[config.mk]
export PLATFORM = sky130hd
export DESIGN_NAME = if_id_fetch_stage
export DESIGN_NICKNAME = d
export VERILOG_FILES = /design/src/rtl/fetch_pkg.sv /design/src/rtl/if_id_reg.sv /design/src/rtl/if_id_fetch_stage.sv
export SDC_FILE = /design/constraint.sdc
export NUM_CORES = 1
export LEC_CHECK = 0
export ABC_AREA = 1
export CAP_MARGIN = 5
export CORE_MARGIN = 5
export CORE_UTILIZATION = 44
export CTS_CLUSTER_SIZE = 24
export DETAILED_ROUTE_END_ITERATION = 6
export PLACE_DENSITY = 0.78
export SLEW_MARGIN = 5
export SYNTH_ARGS = -nofsm -noshare
export SYNTH_HDL_FRONTEND = slang
export SYNTH_SLANG_ARGS = --single-unit
[constraint.sdc]
create_clock -name clk -period 4 [get_ports clk]
set_input_delay 0.8 -clock clk [delete_from_list [all_inputs] [get_ports clk]]
set_output_delay 0.8 -clock clk [all_outputs]
set_load 0.02 [all_outputs]
[src/rtl/fetch_pkg.sv]
// Shared types for the IF/ID fetch stage: FSM state encoding, IF/ID register
// payload and default widths/NOP.
package fetch_pkg;

    localparam int          IF_PC_W           = 16;
    localparam int          IF_INSTR_W        = 32;
    localparam logic [31:0] NOP_INSTR_DEFAULT = 32'h0000_0013;  // addi x0,x0,0

    typedef enum logic [2:0] {
        IDLE = 3'd0,
        REQ  = 3'd1,
        WAIT = 3'd2,
        HOLD = 3'd3,
        KILL = 3'd4
    } fetch_state_t;

    typedef struct packed {
        logic                  valid;
        logic [IF_INSTR_W-1:0] instr;
        logic [IF_PC_W-1:0]    pc;
        logic [IF_PC_W-1:0]    inc_pc;
    } if_id_t;

endpackage

[src/rtl/if_id_reg.sv]
// IF/ID pipeline register. Priority: flush > hold > load > bubble.
// Flush and bubble squash valid/instr only; pc fields keep their last value.
module if_id_reg
    import fetch_pkg::*;
#(
    parameter logic [IF_INSTR_W-1:0] NOP = NOP_INSTR_DEFAULT
) (
    input  logic   clk,
    input  logic   rst,
    input  logic   flush,
    input  logic   hold,
    input  logic   load,
    input  if_id_t din,
    output if_id_t q
);

    always_ff @(posedge clk or posedge rst) begin
        if (rst) begin
            q.valid  <= 1'b0;
            q.instr  <= NOP;
            q.pc     <= '0;
            q.inc_pc <= '0;
        end else if (flush) begin
            q.valid <= 1'b0;
            q.instr <= NOP;
        end else if (!hold) begin
            if (load) begin
                q <= din;
            end else begin
                q.valid <= 1'b0;
                q.instr <= NOP;
            end
        end
    end

endmodule

[src/rtl/if_id_fetch_stage.sv]
// Instruction fetch stage: one outstanding imem request, skid buffer for decode
// back-pressure, flush squashing. Optional perf counters under IF_PERF_CNT_EN.
module if_id_fetch_stage
    import fetch_pkg::*;
#(
    // The IF/ID payload struct is sized by the package widths; keep these equal.
    parameter int                     PC_WIDTH    = IF_PC_W,
    parameter int                     INSTR_WIDTH = IF_INSTR_W,
    parameter logic [INSTR_WIDTH-1:0] NOP_INSTR   = NOP_INSTR_DEFAULT
) (
    input  logic                   clk,
    input  logic                   rst,
    input  logic [PC_WIDTH-1:0]    pc,
    input  logic [PC_WIDTH-1:0]    inc_pc,
    output logic                   pc_en,
    output logic                   imem_req,
    output logic [PC_WIDTH-1:0]    imem_addr,
    input  logic [INSTR_WIDTH-1:0] imem_rdata,
    input  logic                   imem_rvalid,
    input  logic                   id_stall,
    input  logic                   flush,
`ifdef IF_PERF_CNT_EN
    output logic [31:0]            perf_fetched,
    output logic [31:0]            perf_stall_cycles,
`endif
    output logic                   id_valid,
    output logic [INSTR_WIDTH-1:0] id_instr,
    output logic [PC_WIDTH-1:0]    id_pc,
    output logic [PC_WIDTH-1:0]    id_inc_pc
);

    fetch_state_t            state, state_nxt;
    logic [PC_WIDTH-1:0]     req_pc, req_inc_pc;
    logic [INSTR_WIDTH-1:0]  skid_instr;
    logic                    skid_cap;
    logic                    ld;
    if_id_t                  ld_d, q;

    always_ff @(posedge clk or posedge rst) begin
        if (rst) state <= IDLE;
        else     state <= state_nxt;
    end

    // pc_en and ld are the same event: an instruction accepted by decode.
    always_comb begin
        state_nxt = state;
        pc_en     = 1'b0;
        ld        = 1'b0;
        skid_cap  = 1'b0;
        case (state)
            IDLE: state_nxt = REQ;
            REQ:  state_nxt = flush ? KILL : WAIT;
            WAIT: begin
                if (imem_rvalid) begin
                    if (flush) begin
                        state_nxt = REQ;
                    end else if (!id_stall) begin
                        ld        = 1'b1;
                        pc_en     = 1'b1;
                        state_nxt = REQ;
                    end else begin
                        skid_cap  = 1'b1;
                        state_nxt = HOLD;
                    end
                end else if (flush) begin
                    state_nxt = KILL;
                end
            end
            HOLD: begin
                if (flush) begin
                    state_nxt = REQ;
                end else if (!id_stall) begin
                    ld        = 1'b1;
                    pc_en     = 1'b1;
                    state_nxt = REQ;
                end
            end
            // A flush here still waits out the pending response.
            KILL: if (imem_rvalid) state_nxt = REQ;
            default: state_nxt = IDLE;
        endcase
    end

    assign imem_req  = (state == REQ);
    assign imem_addr = pc;

    always_ff @(posedge clk or posedge rst) begin
        if (rst) begin
            req_pc     <= '0;
            req_inc_pc <= '0;
        end else if (state == REQ) begin
            req_pc     <= pc;
            req_inc_pc <= inc_pc;
        end
    end

    always_ff @(posedge clk or posedge rst) begin
        if (rst)           skid_instr <= '0;
        else if (skid_cap) skid_instr <= imem_rdata;
    end

    always_comb begin
        ld_d.valid  = 1'b1;
        ld_d.instr  = IF_INSTR_W'((state == HOLD) ? skid_instr : imem_rdata);
        ld_d.pc     = IF_PC_W'(req_pc);
        ld_d.inc_pc = IF_PC_W'(req_inc_pc);
    end

    if_id_reg #(
        .NOP (IF_INSTR_W'(NOP_INSTR))
    ) u_if_id_reg (
        .clk   (clk),
        .rst   (rst),
        .flush (flush),
        .hold  (id_stall),
        .load  (ld),
        .din   (ld_d),
        .q     (q)
    );

    assign id_valid  = q.valid;
    assign id_instr  = INSTR_WIDTH'(q.instr);
    assign id_pc     = PC_WIDTH'(q.pc);
    assign id_inc_pc = PC_WIDTH'(q.inc_pc);

`ifdef IF_PERF_CNT_EN
    always_ff @(posedge clk or posedge rst) begin
        if (rst) begin
            perf_fetched      <= '0;
            perf_stall_cycles <= '0;
        end else begin
            if (pc_en) perf_fetched <= perf_fetched + 32'd1;
            if (state == HOLD || (state == WAIT && !imem_rvalid))
                perf_stall_cycles <= perf_stall_cycles + 32'd1;
        end
    end
`endif

endmodule
==> run_results.csv, run 1 <==
group,metric,value,unit
outcome,outcome,"finished, final reports clean",
synth,synth-xor-area-share,0,
floorplanning,rows,41,
cts,clock_sinks,132,
global_route,antenna_found_initial,1,
hold_path,holdPathStages,2,
final_layout,area_growth,38.3,%
sta,whs,0.473,ns
synth,ys_seq_area_frac,0.596,
critical_path,crit_required,3.20,ns
route,ant_nets,0,
critical_path,critPathCaptureType,"output port",
power_and_ir_drop,power_density,684,nW/um2
global_route,grt_pass1_wl,20800,um
hold_path,whs_endpoint,"u_if_id_reg.q[51]",
cts,cts_root_buf,"clkbuf_16",
sta,slew_viol_final,0,
hold_path,hold_path_startpoint,"u_if_id_reg.q[51]",
floorplanning,die-area,15000,um2
critical_path,worst-r2r-setup-slack,2.00,ns
cts,clkTransAtPathRegs,0.05,ns
floorplanning,die_h,122,um
run,drv_cap,0,
power_and_ir_drop,ir_worst_vdd,412,uV
synth,synth_compound_area_frac,0.0924,
synth,synthCells,659,
hold_path,hold_class,"flip-flop to flip-flop",
final_layout,design_area,7670,um2
place,place_congestion,0.819,
critical_path,cp_data_arrival_time,2.43,ns
global_route,track_usage,0.179,
synth,synth_mux_area_frac,0,
synth,syn_area,5550,um2
place,dp.final_hpwl,8370,um
sta,worst_pin_slew,1.05,ns
sta,slew_headroom,0.299,
final_layout,drive_above_1_share,0.0588,
sta,setup_viol,0,
sta,fin_skew,0.00574,ns
critical_path,crit_fanout,5,
floorplanning,core-area,12500,um2
cts,cts-buffers-inserted,17,
sta,fmax,310,MHz
critical_path,reg2reg_to,"skid_instr[22]",
cts,post_cts_buffers,0,
global_route,grt_max_degree,69,
cts,cts-hold-fix-buffers,0,
power_and_ir_drop,p_leak,3.76,nW
global_route,gr-total-overflow,0,
final_layout,antenna_cells,0,
critical_path,start_kind,"input pin",
critical_path,path_class,"input pin to output port",
final_layout,fin_nets,856,
synth,synthesis.nets,728,
final_layout,final_core_util,0.613,
synth,synthAdderAreaFrac,0,
route,vias,4454,
place,numPortBuffers,151,
cts,clockBufferDepth,2,
global_route,grt_pass1_vias,4237,
synth,synth.avg_cell_area,8.42,um2
floorplanning,start_util,0.443,
cts,tritoncts,"yes",
synth,synth_warnings,0,
critical_path,ff2ff_path_depth,5,
sta,min_period_over_period,0.806,
synth,yosys.area_share.simple,0.220,
route,drt-initial-drc-count,353,
synth,synthDistinctLibCells,19,
cts,cts_resized,0,
sta,hold_violations,0,
route,viasPerCell,4.58,
place,placed_area,7080,um2
synth,synth_top_family_by_area,"simple AND/OR/NAND/NOR gates",
floorplanning,io_pins,152,
synth,ys_ff_latch,132,
route,wl_per_cell,13.1,um
route,wl,12700,um
critical_path,r2r_start,"state[1]",
cts,clkLatencyLatePin,0.42,ns
route,drc,0,
sta,min_period,3.23,ns
sta,rsz0062_at_grt,"no",
route,first_pass_iters,4,
floorplanning,fp.dieW,122,um
cts,cts.htree.levels,4,
sta,finalSetupTns,0,ns
## routing by layer
layer	share of wire	up-vias	track usage
met5	0.0010	-	0
met4	0.018	2	0.0756
met2	0.44	154	0.265
met3	0.11	22	0.0820
li1	-	2271	-
met1	0.43	2005	0.226
## registers in the layout (all words and copies together), names as in the netlist
| register | cells |
|---|---|
| req_inc_pc | 16 |
| req_pc | 16 |
| skid_instr | 32 |
| state | 3 |
| u_if_id_reg.q | 65 |
## layout by cell type (no fill, tap or decap)
master / n
buf_12: 1
buf_4: 6
bufinv_16: 3
clkbuf_1: 3
clkbuf_16: 17
clkbuf_8: 2
clkdlybuf4s50_1: 151
clkinv_2: 5
clkinvlp_4: 3
dfrtp_1: 129
dfstp_2: 3
inv_1: 57
inv_2: 1
nand2_1: 284
nand3_1: 9
nand3_2: 1
nand4_1: 1
nor2_1: 19
nor2_2: 1
nor2_4: 2
o211ai_4: 1
o21ai_0: 99
o21ai_1: 1
or2_2: 1
## synthesized netlist by cell type, drive strengths merged
cell / count / share of area
dfrtp: 129 / 0.58
nand3: 10 / 0.0090
nand4: 1 / 0.0011
o211ai: 1 / 0.0023
or2: 1 / 0.0011
buf: 37 / 0.043
nand2: 284 / 0.19
inv: 59 / 0.040
o21ai: 100 / 0.090
nor2: 22 / 0.017
clkbuf: 12 / 0.0083
dfstp: 3 / 0.014
## stage by stage
stage	power, mW	setup WS, ns	instances
after floorplan	3.05	1.57	659
after global placement	3.67	0.786	940
after detailed placement	3.72	0.781	940
after CTS	5.31	0.779	972
after global routing	5.61	0.707	972
final	5.25	0.774	972
## cell type report
type / count / area (um2)
clock buffer: 22 / 464
fill: 1125 / 4840
inverter: 59 / 225
timing repair buffer: 158 / 1580
tap: 172 / 215
sequential: 132 / 3310
clock inverter: 10 / 130
multi-input combinational: 419 / 1760
## worst max-delay path, stage by stage
cell	delay (ns)
clkdlybuf4s50_1	0.47
nor2_1	0.25
inv_1	0.09
nor2_2	0.17
clkdlybuf4s50_1	0.63
## report_power, final
| group | switching (mW) | internal, mW | total (mW) |
|---|---|---|---|
| Combinational | 0.958 | 0.672 | 1.63 |
| Clock | 0.544 | 1.01 | 1.55 |
| Sequential | 0.225 | 1.84 | 2.07 |
| Total | 1.73 | 3.52 | 5.25 |
## worst max path at each step
stage                     startpoint       endpoint  slack (ns)  cells after the start
after floorplan                  rst  req_inc_pc[0]        1.57                      1
after global placement         flush          pc_en        0.79                      5
after detailed placement       flush          pc_en        0.78                      5
after CTS                      flush          pc_en        0.78                      5
after global routing           flush          pc_en        0.71                      5
final                          flush          pc_en        0.77                      5
## logic make-up after synthesis
group	after synthesis
compound gates	101
buf+inv	108
flops	132
simple gates	318
Power figures use the tool's default switching activity.
==> run 2, diff against run 1 <==
==> constraint.sdc (replaced) <==
create_clock -name clk -period 2.7 [get_ports clk]
set_input_delay 0.54 -clock clk [delete_from_list [all_inputs] [get_ports clk]]
set_output_delay 0.54 -clock clk [all_outputs]
set_load 0.02 [all_outputs]
==> run_results.csv, run 2 (same netlist as run 1, synthesis figures left out) <==
group,metric,value,unit
floorplanning,fp.dieW,122,um
cts,cts_resized,0,
global_route,gr-total-overflow,0,
final_layout,drive_above_1_share,0.0693,
power_and_ir_drop,p_leak,3.82,nW
sta,min_period_over_period,0.943,
final_layout,fin_nets,864,
sta,finalSetupTns,0,ns
final_layout,layout_commonest_cell,"nand2_1",
critical_path,crit_required,2.16,ns
cts,clkLatencyLatePin,0.41,ns
final_layout,antenna_cells,0,
final_layout,area_growth,40.3,%
hold_path,hold_class,"flip-flop to flip-flop",
critical_path,critPathMaxStageDelay,0.63,ns
place,numPortBuffers,151,
floorplanning,die-area,15000,um2
final_layout,n_fill_cell,1091,
route,ant_nets,0,
global_route,antenna_found_initial,1,
route,drc,0,
final_layout,fin_cells,980,
place,dp.cells,948,
critical_path,crit_fanout,6,
critical_path,path_class,"flip-flop to output port",
sta,setup_viol,0,
route,first_pass_iters,4,
floorplanning,core-area,12500,um2
route,drt-initial-drc-count,299,
final_layout,design_area,7780,um2
final_layout,ff_latch_area,3310,um2
cts,clock_sinks,132,
cts,cts-hold-fix-buffers,0,
critical_path,start_kind,"flip-flop",
cts,clkTransAtPathRegs,0.06,ns
global_route,track_usage,0.177,
route,wl,12600,um
final_layout,multi_input_area,1760,um2
sta,slew_viol_final,0,
final_layout,reg.largest.list,"u_if_id_reg.q (65), skid_instr (32)",
place,place_congestion,0.794,
global_route,grt_max_degree,133,
global_route,grt_pass1_wl,20700,um
critical_path,crit_chain,"inv_2 -> nor2_4 -> o21ai_1 -> nor2_2 -> clkdlybuf4s50_1",
outcome,outcome,"finished, final reports clean",
floorplanning,start_util,0.443,
cts,cts.htree.levels,4,
power_and_ir_drop,power_density,1020,nW/um2
cts,cts_root_buf,"clkbuf_16",
route,viasPerCell,4.56,
critical_path,critPathCaptureType,"output port",
sta,worst_pin_slew,0.704,ns
cts,clockBufferDepth,2,
global_route,grt_pass1_vias,4327,
final_layout,largest_reg_flops,65,
place,placed_area,7150,um2
route,wl_per_cell,12.9,um
sta,hold_violations,0,
floorplanning,rows,41,
floorplanning,die_h,122,um
route,vias,4472,
sta,fin_skew,0.00538,ns
final_layout,final_cell_mix,"284 x nand2_1, 151 x clkdlybuf4s50_1, 129 x dfrtp_1",
power_and_ir_drop,ir_worst_vdd,583,uV
floorplanning,io_pins,152,
hold_path,hold_path_startpoint,"u_if_id_reg.q[40]",
cts,post_cts_buffers,0,
sta,rsz0062_at_grt,"no",
cts,tritoncts,"yes",
run,drv_cap,0,
cts,cts-buffers-inserted,17,
critical_path,worstSetupStartpoint,"state[1]",
sta,min_period,2.55,ns
critical_path,cp_data_arrival_time,2.01,ns
critical_path,cp_slowest_cell,"clkdlybuf4s50_1",
sta,slew_headroom,0.530,
final_layout,final_core_util,0.622,
critical_path,r2r_start,"state[0]",
sta,fmax,393,MHz
place,dp.final_hpwl,8400,um
final_layout,max_flop_register,"u_if_id_reg.q",
==> run 2: changes by cell type in the layout (fill, tap and decap cells not counted), sizes merged <==
cell	previous run	this run
buf	7	15
clkbuf	22	25
clkinv	5	1
clkinvlp	3	4
==> run 2: layout make-up <==
type                       count  area share
multi-input combinational    419       0.225
tap                          172      0.0276
clock inverter                 7      0.0151
sequential                   132       0.425
inverter                      59      0.0289
timing repair buffer         166       0.212
clock buffer                  25      0.0662
==> run 2: critical path: cells and delay by family, from the launching register on <==
| kind | cells | cell delay [ns] |
|---|---|---|
| DFF | 1 | 0.46 |
| AOI/OAI and AO/OA | 1 | 0.13 |
| and+or+nand+nor | 2 | 0.30 |
| buffers and inverters | 2 | 0.71 |
==> run 2: metrics by stage <==
| step | setup slack, ns | hold slack [ns] | power, mW |
|---|---|---|---|
| after floorplan | 0.525 | 0.446 | 4.52 |
| after detailed placement | 0.184 | 0.465 | 5.54 |
| after global placement | 0.180 | 0.461 | 5.46 |
| final | 0.154 | 0.473 | 7.90 |
| after CTS | 0.125 | 0.481 | 8.00 |
| after global routing | 0.00977 | 0.493 | 8.47 |
==> run 2: where the power goes <==
group / switching [mW] / total [mW] / leakage (nW) / internal [mW]
clock: 0.802 / 2.40 / 0.302 / 1.60
combinational: 1.42 / 2.43 / 1.84 / 1.01
sequential: 0.338 / 3.07 / 1.67 / 2.73
==> run 2: final timing paths <==
path / slack, ns / end / depth (start not counted)
min in group asynchronous: 0.67 / u_if_id_reg.q[61] / 3
worst min register to register: 0.47 / u_if_id_reg.q[40] / 2
max in group asynchronous: 1.49 / skid_instr[7] / 3
worst max register to register: 1.07 / u_if_id_reg.q[59] / 5
worst min-delay path: 0.47 / u_if_id_reg.q[40] / 2
worst max-delay path: 0.15 / pc_en / 5
==> run 2: layer usage <==
| metal | GRT usage | vias to the layer above | routed length [um] |
|---|---|---|---|
| li1 | - | 2286 | - |
| met5 | 0 | - | 11 |
| met3 | 0.0903 | 11 | 1330 |
| met1 | 0.223 | 2027 | 5590 |
| met4 | 0.0644 | 2 | 122 |
| met2 | 0.262 | 146 | 5590 |
